**config.mk**
```make
export PLATFORM = sky130hd
export DESIGN_NAME = sap_control_sequencer
export DESIGN_NICKNAME = d
export VERILOG_FILES = /design/src/rtl/sap_control_sequencer.sv
export SDC_FILE = /design/constraint.sdc
export NUM_CORES = 1
export LEC_CHECK = 0
export CORE_AREA = 3 3 40 42
export CTS_BUF_LIST = sky130_fd_sc_hd__clkbuf_2 sky130_fd_sc_hd__clkbuf_4 sky130_fd_sc_hd__clkbuf_8
export DETAILED_ROUTE_END_ITERATION = 8
export DIE_AREA = 0 0 43 45
export PLACE_DENSITY = 0.74
export SYNTH_ARGS = -nofsm -noshare
export SYNTH_HDL_FRONTEND = slang
export SYNTH_SLANG_ARGS = --single-unit
```
**constraint.sdc**
```tcl
create_clock -name clk -period 1.25 [get_ports clk]
set_input_delay 0.25 -clock clk [delete_from_list [all_inputs] [get_ports clk]]
set_output_delay 0.25 -clock clk [all_outputs]
set_load 0.005 [all_outputs]
```
**src/rtl/sap_control_sequencer.sv**
```systemverilog
// T-state control sequencer for the 8-bit register datapath: three fetch states,
// then up to three execute states decoded from the IR opcode, plus IDLE and HALT.
module sap_control_sequencer #(
    parameter bit FIXED_LEN = 1'b1
) (
    input  logic       clk,
    input  logic       rst_n,
    input  logic       ena,
    input  logic       run,
    input  logic       step_mode,
    input  logic       step,
    input  logic [3:0] opcode,
    output logic       pc_out,
    output logic       pc_inc,
    output logic       mar_load,
    output logic       ram_out,
    output logic       ir_load,
    output logic       ir_out,
    output logic       a_load,
    output logic       a_out,
    output logic       b_load,
    output logic       alu_out,
    output logic       alu_sub,
    output logic       out_load,
    output logic       halted,
    output logic [2:0] tstate
);

    // state | meaning
    // T0    | PC onto bus, load MAR
    // T1    | increment PC
    // T2    | RAM onto bus, load IR
    // T3-T5 | execute, decoded from opcode
    // IDLE  | waiting for run
    // HALT  | stopped until reset
    typedef enum logic [2:0] {
        T0   = 3'd0,
        T1   = 3'd1,
        T2   = 3'd2,
        T3   = 3'd3,
        T4   = 3'd4,
        T5   = 3'd5,
        IDLE = 3'd6,
        HALT = 3'd7
    } state_t;

    localparam logic [3:0] OP_LDA = 4'b0000;
    localparam logic [3:0] OP_ADD = 4'b0001;
    localparam logic [3:0] OP_SUB = 4'b0010;
    localparam logic [3:0] OP_OUT = 4'b1110;
    localparam logic [3:0] OP_HLT = 4'b1111;

    state_t state;
    state_t end_state;
    logic   adv;
    logic   last;

    assign adv       = ena & (~step_mode | step);
    assign end_state = run ? T0 : IDLE;

    // Last execute state of the current instruction (HLT is caught separately in T3)
    always_comb begin
        last = 1'b0;
        if (FIXED_LEN) begin
            last = (state == T5);
        end else begin
            case (opcode)
                OP_LDA:         last = (state == T4);
                OP_ADD, OP_SUB: last = (state == T5);
                default:        last = (state == T3);
            endcase
        end
    end

    always_ff @(posedge clk) begin
        if (!rst_n) begin
            state <= IDLE;
        end else if (adv) begin
            case (state)
                IDLE: if (run) state <= T0;
                T0:   state <= T1;
                T1:   state <= T2;
                T2:   state <= T3;
                T3: begin
                    if (opcode == OP_HLT) state <= HALT;
                    else if (last)        state <= end_state;
                    else                  state <= T4;
                end
                T4:   state <= last ? end_state : T5;
                T5:   state <= end_state;
                HALT: state <= HALT;
                default: state <= IDLE;
            endcase
        end
    end

    // Strobes depend only on state and opcode, so run/step never reach them
    always_comb begin
        pc_out   = 1'b0;
        pc_inc   = 1'b0;
        mar_load = 1'b0;
        ram_out  = 1'b0;
        ir_load  = 1'b0;
        ir_out   = 1'b0;
        a_load   = 1'b0;
        a_out    = 1'b0;
        b_load   = 1'b0;
        alu_out  = 1'b0;
        alu_sub  = 1'b0;
        out_load = 1'b0;
        case (state)
            T0: begin
                pc_out   = 1'b1;
                mar_load = 1'b1;
            end
            T1: pc_inc = 1'b1;
            T2: begin
                ram_out = 1'b1;
                ir_load = 1'b1;
            end
            T3: begin
                if (opcode == OP_LDA || opcode == OP_ADD || opcode == OP_SUB) begin
                    ir_out   = 1'b1;
                    mar_load = 1'b1;
                end else if (opcode == OP_OUT) begin
                    a_out    = 1'b1;
                    out_load = 1'b1;
                end
            end
            T4: begin
                if (opcode == OP_LDA) begin
                    ram_out = 1'b1;
                    a_load  = 1'b1;
                end else if (opcode == OP_ADD || opcode == OP_SUB) begin
                    ram_out = 1'b1;
                    b_load  = 1'b1;
                end
            end
            T5: begin
                if (opcode == OP_ADD || opcode == OP_SUB) begin
                    alu_out = 1'b1;
                    a_load  = 1'b1;
                    alu_sub = (opcode == OP_SUB);
                end
            end
            default: ;
        endcase
    end

    assign tstate = state;
    assign halted = (state == HALT);

endmodule

```
==> results of run 1 <==
[final cells by class]
| class | count | area (µm²) | area share |
|---|---|---|---|
| Tap cell | 15 | 18.8 | 0.0214 |
| Multi-Input combinational cell | 48 | 349 | 0.399 |
| Inverter | 1 | 3.75 | 0.00429 |
| Timing Repair Buffer | 50 | 403 | 0.460 |
| Sequential cell | 3 | 71.3 | 0.0814 |
| Clock buffer | 4 | 30.0 | 0.0343 |
[cell usage in the layout (no fill, tap or decap), types with 3 or more instances in the layout]
| master | n |
|---|---|
| sky130_fd_sc_hd__nor3_1 | 3 |
| sky130_fd_sc_hd__buf_2 | 13 |
| sky130_fd_sc_hd__dfxtp_4 | 3 |
| sky130_fd_sc_hd__clkbuf_4 | 4 |
| sky130_fd_sc_hd__buf_4 | 17 |
| sky130_fd_sc_hd__nand2_1 | 7 |
| sky130_fd_sc_hd__buf_6 | 12 |
| sky130_fd_sc_hd__clkdlybuf4s50_1 | 5 |
| sky130_fd_sc_hd__nor2_1 | 3 |
| sky130_fd_sc_hd__nor2_2 | 4 |
[cells by family (layout without fill, tap and decap cells)]
group	count (synthesis)	count (layout)
compound gates	11	11
xor+xnor	1	1
buf+inv	5	55
flops	3	3
mux	1	1
simple gates	35	35
[stage by stage]
stage | hold slack, ns | util
2_1_floorplan | 0.328 | -
3_3_place_gp | 0.693 | 0.561
3_5_place_dp | 0.692 | 0.561
4_1_cts | 0.458 | 0.612
5_1_grt | 0.444 | 0.682
6_report | 0.437 | 0.682
[repair_timing]
item	in CTS	in global routing
resized for setup	94	24
hold endpoints to repair	0	0
endpoints found under the setup margin	18	17
pin swaps	15	11
setup buffers	7	4
cloned	0	0
[critical path: cells and delay by family, from the launching register on]
family,cells,cell delay [ns]
buffers and inverters,1,0.13
AOI/OAI and AO/OA,1,0.06
DFF,1,0.36
and+or+nand+nor,3,0.46
[worst max-delay path by stage]
stage | start | to | cells after the start
2_1_floorplan | tstate[2]$_SDFFE_PN1P_ | ram_out | 4
3_3_place_gp | opcode[3] | ram_out | 6
3_5_place_dp | opcode[3] | ram_out | 6
4_1_cts | tstate[0]$_SDFFE_PN0P_ | a_load | 5
5_1_grt | tstate[0]$_SDFFE_PN0P_ | a_load | 5
6_report | tstate[0]$_SDFFE_PN0P_ | a_load | 5
[metal layers]
layer,share of wire,up-vias,global-route usage
li1,-,299,-
met1,0.33,272,0.137
met2,0.53,35,0.269
met3,0.071,12,0.0279
met4,0.069,0,0.108
met5,0,-,0
[power by group through the flow]
stage          Clock, µW  Sequential, µW  Combinational (µW)
6_report             204             129                 319
5_1_grt              217             131                 344
4_1_cts              207             127                 268
3_5_place_dp           0             125                 241
3_3_place_gp           0             124                 238
2_1_floorplan          0             120                95.9
==> metrics, run 1 <==
Critical R2R Capture=tstate[1]$_SDFFE_PN1P_; CP endpoint kind=output pin; hold violation total from the final report=0; cell internal power dissipation=444 µW; setup slack on the worst flop-to-flop path=-0.14 ns; count of filler cells inserted in the layout=112; Critical Setup Path Class=reg -> out; detailed-routing iteration count for the pre-antenna-repair pass=4; power share of the sequential group=0.198; count of input and output buffers=25; most area-consuming cells after synthesis=sky130_fd_sc_hd__dfxtp_1 17%, sky130_fd_sc_hd__nand2_1 7.3%, sky130_fd_sc_hd__nor2_1 7.3%; area delta synth->final=143%; root buffer selected by CTS=sky130_fd_sc_hd__clkbuf_4; starting utilization of the core area=0.280; area fraction in and, or, nand and nor cells after synthesis=0.497; via count=618; CTS tree=built; DRC violations left=0; mean instance size in the synthesized netlist=6.43 µm²; Synth Net Count=66; height of the die=45 µm; number of warnings reported in the yosys synthesis log=0; Hold Crit Depth=4; total global-route track usage=0.143; pre-CTS worst setup slack=-0.925 ns; # placed instances=107; number of clock sinks=3; DRC violation total after the first TritonRoute iteration=9; async set or reset register ratio after synthesis=0; number of enable flip-flop cells after synthesis=0; largest family of logic cells by synthesized area=simple AND/OR/NAND/NOR gates; max reg flops=3; number of global-route vias before repair=507; worst path required time=1.00 ns; count of maximum capacitance violations=0; layout cells sized above 1=0.651; IR Drop Worst-Case VDD=0.000381 V; status=complete, but fails checks; total congestion overflow after global routing=0; unrepaired setup endpoints after global routing=true; # diodes=0; total power consumption of the routed design=652 µW; switching portion of total power=0.320; Routed wire per std cell=13.3 µm; fraction of the yosys area taken by sequential cells=0.167; Compound-Gate Fraction of Synth Area=0.212; antenna violation net count after detailed routing=0; crit path launch type=flop; launching point of the worst reg2reg path=tstate[2]$_SDFFE_PN1P_; Synth area leader=sky130_fd_sc_hd__dfxtp_1; XOR/XNOR Fraction of Synth Area=0.0243; ys flop type=sky130_fd_sc_hd__dfxtp_1; Die Area=1940 µm²; end point of the most critical hold path=tstate[0]$_SDFFE_PN0P_; hpwl dp=900 µm; max-slew violations=0; static leakage power=0.000417 µW; wire length of the first global-routing pass=2030 µm; CP max stage cell=sky130_fd_sc_hd__dfxtp_4; highest clock frequency the design can meet=0.667 GHz; antenna violations before repair=0; mux cell area share after synthesis=0.0313; worst path cell trace=nor2b_4, nor3_2, a21oi_1, nor3_1, buf_2; final weighted congestion in routability-driven placement=0.771; arrival time at the worst endpoint=1.25 ns; Final Cell Area=876 µm²; DIE WIDTH=43 µm; setup tns final=-1.96 ns; type of the most critical hold path=in -> reg; violations in the final reports=setup timing; maximum clock skew at final layout=0.00490 ns; Final WS setup=-0.250 ns; I/O pin count=26; Post-Layout Cell Count=121; average via count per standard cell=5.11; Final #Nets=117; delay contributed by the slowest stage of the critical path=0.36 ns; placed instance area=721 µm²; power density over the cells=744 nW/µm²; final setup violation count=14; number of buffers inserted by hold repair at cts=0; clock input transition at the sequential cells of the worst setup and hold paths=0.04 ns; top cells by instance count after synthesis=7 x sky130_fd_sc_hd__nand2_1, 7 x sky130_fd_sc_hd__nor2_1, 4 x sky130_fd_sc_hd__nor3_1; minimum clock period=1.50 ns; largest net degree at the start of global routing=8; flip-flop and latch count after synthesis=3; measured slew at the worst slew-check pin=0.204 ns; Worst Reg2Reg Path Length in Cells=6; fin crit share=1.20; clock buffers created by TritonCTS=3; Syn Std Cell Area=360 µm²; final routed wirelength across all metal layers=1610 µm; Clk pwr share=0.312; Worst Min Path Start=opcode[3]; floorplan row count=13; Synth Area in Adders=0; net load switching power=208 µW; largest fanout of any net on the critical path=6; Comb power frac=0.489; standard cell core area=1280 µm²; count of unique library cells instantiated by Yosys=28; clock insertion delay at the later pin of the skew report=0.24 ns; share of the synthesized area in the top cell type=0.167; synthesized instance count=56; maximum count of clock buffers along a single path=2; worst slew margin relative to its limit=0.863; H-tree levels=1
Power figures use the tool's default switching activity.
==> run 2, diff against run 1 <==
--- a/config.mk
+++ b/config.mk
@@ -5,6 +5,7 @@
 export SDC_FILE = /design/constraint.sdc
 export NUM_CORES = 1
 export LEC_CHECK = 0
+export CAP_MARGIN = 15
 export CORE_AREA = 3 3 40 42
 export CTS_BUF_LIST = sky130_fd_sc_hd__clkbuf_2 sky130_fd_sc_hd__clkbuf_4 sky130_fd_sc_hd__clkbuf_8
 export DETAILED_ROUTE_END_ITERATION = 8
@@ -13,3 +14,4 @@
 export SYNTH_ARGS = -nofsm -noshare
 export SYNTH_HDL_FRONTEND = slang
 export SYNTH_SLANG_ARGS = --single-unit
+export TNS_END_PERCENT = 5
==> metrics, run 2 (synthesis gave the netlist of run 1 again) <==
status=complete, but fails checks; violations in the final reports=setup timing; fin crit share=1.18; antenna violation net count after detailed routing=0; total global-route track usage=0.140; Critical R2R Capture=tstate[1]$_SDFFE_PN1P_; Final #Nets=111; most frequent standard cell in the layout excluding fill and tap cells=sky130_fd_sc_hd__buf_4; height of the die=45 µm; launching element of the worst setup path=tstate[0]$_SDFFE_PN0P_; worst slew margin relative to its limit=0.859; arrival time at the worst endpoint=1.22 ns; detailed-routing iteration count for the pre-antenna-repair pass=4; average via count per standard cell=4.91; Final WS setup=-0.225 ns; length of routed met2 wiring=670 µm; highest clock frequency the design can meet=0.678 GHz; Worst Reg2Reg Path Length in Cells=5; type of the most critical hold path=in -> reg; final weighted congestion in routability-driven placement=0.771; measured slew at the worst slew-check pin=0.208 ns; count of filler cells inserted in the layout=124; maximum count of clock buffers along a single path=2; commonest cells after routing, fill and taps aside=16 x sky130_fd_sc_hd__buf_4, 14 x sky130_fd_sc_hd__buf_2, 7 x sky130_fd_sc_hd__nand2_1, 5 x sky130_fd_sc_hd__clkdlybuf4s50_1; met3 wire length=105 µm; clock input transition at the sequential cells of the worst setup and hold paths=0.04 ns; CP endpoint kind=output pin; count of maximum capacitance violations=0; starting utilization of the core area=0.280; static leakage power=0.000369 µW; worst path required time=1.00 ns; DRC violation total after the first TritonRoute iteration=12; hpwl dp=900 µm; layout cells sized above 1=0.580; wire length on met1=448 µm; final routed wirelength across all metal layers=1260 µm; DIE WIDTH=43 µm; Critical path destination=a_load; number of buffers inserted by hold repair at cts=0; wire length of the first global-routing pass=1990 µm; CTS tree=built; Die Area=1940 µm²; count of input and output buffers=25; area occupied by registers=71.3 µm²; largest net degree at the start of global routing=8; antenna violations before repair=0; Routed wire per std cell=11.0 µm; crit path launch type=flop; hold violation total from the final report=0; final core utilization=0.599; setup slack on the worst flop-to-flop path=-0.05 ns; footprint of the multi-input gates=327 µm²; via count=565; Critical Setup Path Class=reg -> out; number of global-route vias before repair=513; standard cell core area=1280 µm²; launching point of the worst reg2reg path=tstate[2]$_SDFFE_PN1P_; largest fanout of any net on the critical path=6; total congestion overflow after global routing=0; floorplan row count=13; number of clock sinks=3; clock buffers created by TritonCTS=3; minimum clock period=1.47 ns; I/O pin count=26; final setup violation count=13; H-tree levels=1; DRC violations left=0; IR Drop Worst-Case VDD=0.000430 V; highest routed metal layer=met4; power density over the cells=767 nW/µm²; clock insertion delay at the later pin of the skew report=0.24 ns; max reg flops=3; area delta synth->final=114%; maximum clock skew at final layout=0.00251 ns; root buffer selected by CTS=sky130_fd_sc_hd__clkbuf_4; max-slew violations=0; unrepaired setup endpoints after global routing=true; setup tns final=-1.76 ns; # diodes=0
==> run 2: where the power goes <==
part | switching [µW] | internal [µW] | total, µW
registers | 18.4 | 108 | 127
clock network | 58.2 | 142 | 200
logic | 106 | 157 | 263
total | 183 | 407 | 590
==> run 2: what timing repair did <==
action	4_1_cts	5_1_grt
pin swaps	10	5
endpoints found under the setup margin	18	16
endpoints found under the hold margin	0	0
setup buffers	3	1
resized for setup	78	16
==> run 2: worst min path at each step <==
stage                           start  depth (start not counted)                      to  slack, ns
2_1_floorplan                   rst_n                          1  tstate[1]$_SDFFE_PN1P_       0.33
3_3_place_gp   tstate[0]$_SDFFE_PN0P_                          2  tstate[0]$_SDFFE_PN0P_       0.69
3_5_place_dp   tstate[0]$_SDFFE_PN0P_                          2  tstate[0]$_SDFFE_PN0P_       0.69
4_1_cts                     opcode[2]                          4  tstate[0]$_SDFFE_PN0P_       0.46
6_report                    opcode[2]                          4  tstate[0]$_SDFFE_PN0P_       0.48
5_1_grt                     opcode[2]                          4  tstate[0]$_SDFFE_PN0P_       0.50
==> run 2: layer usage <==
metal | vias up | track usage
met2 | 27 | 0.254
li1 | 287 | -
met3 | 4 | 0.0279
met1 | 247 | 0.139
met5 | - | 0
met4 | 0 | 0.108
==> run 2: cell type report <==
type	count	share of cell area
inverter	1	0.00488
timing repair buffer	44	0.415
multi-input combinational	48	0.424
clock buffer	4	0.0390
tap	15	0.0244
sequential	3	0.0927
==> run 2: through the flow <==
stage               instances  power (µW)  hold slack (ns)  cell area, µm²  worst slack [ns]
floorplan                  56         216            0.328             364           0.00622
global placement          107         363            0.693             721            -0.890
detailed placement        107         366            0.692             721            -0.925
CTS                       114         584            0.458             749            -0.238
global route              115         633            0.497             769            -0.318
finish                    115         590            0.481             769            -0.225
==> run 2: critical path, cell delays in order, from the launching register on <==
cell and delay (ns):
sky130_fd_sc_hd__dfxtp_4 0.35, sky130_fd_sc_hd__nor2b_4 0.13, sky130_fd_sc_hd__nor3_2 0.14, sky130_fd_sc_hd__a21oi_1 0.06, sky130_fd_sc_hd__nor3_1 0.17, sky130_fd_sc_hd__buf_2 0.13
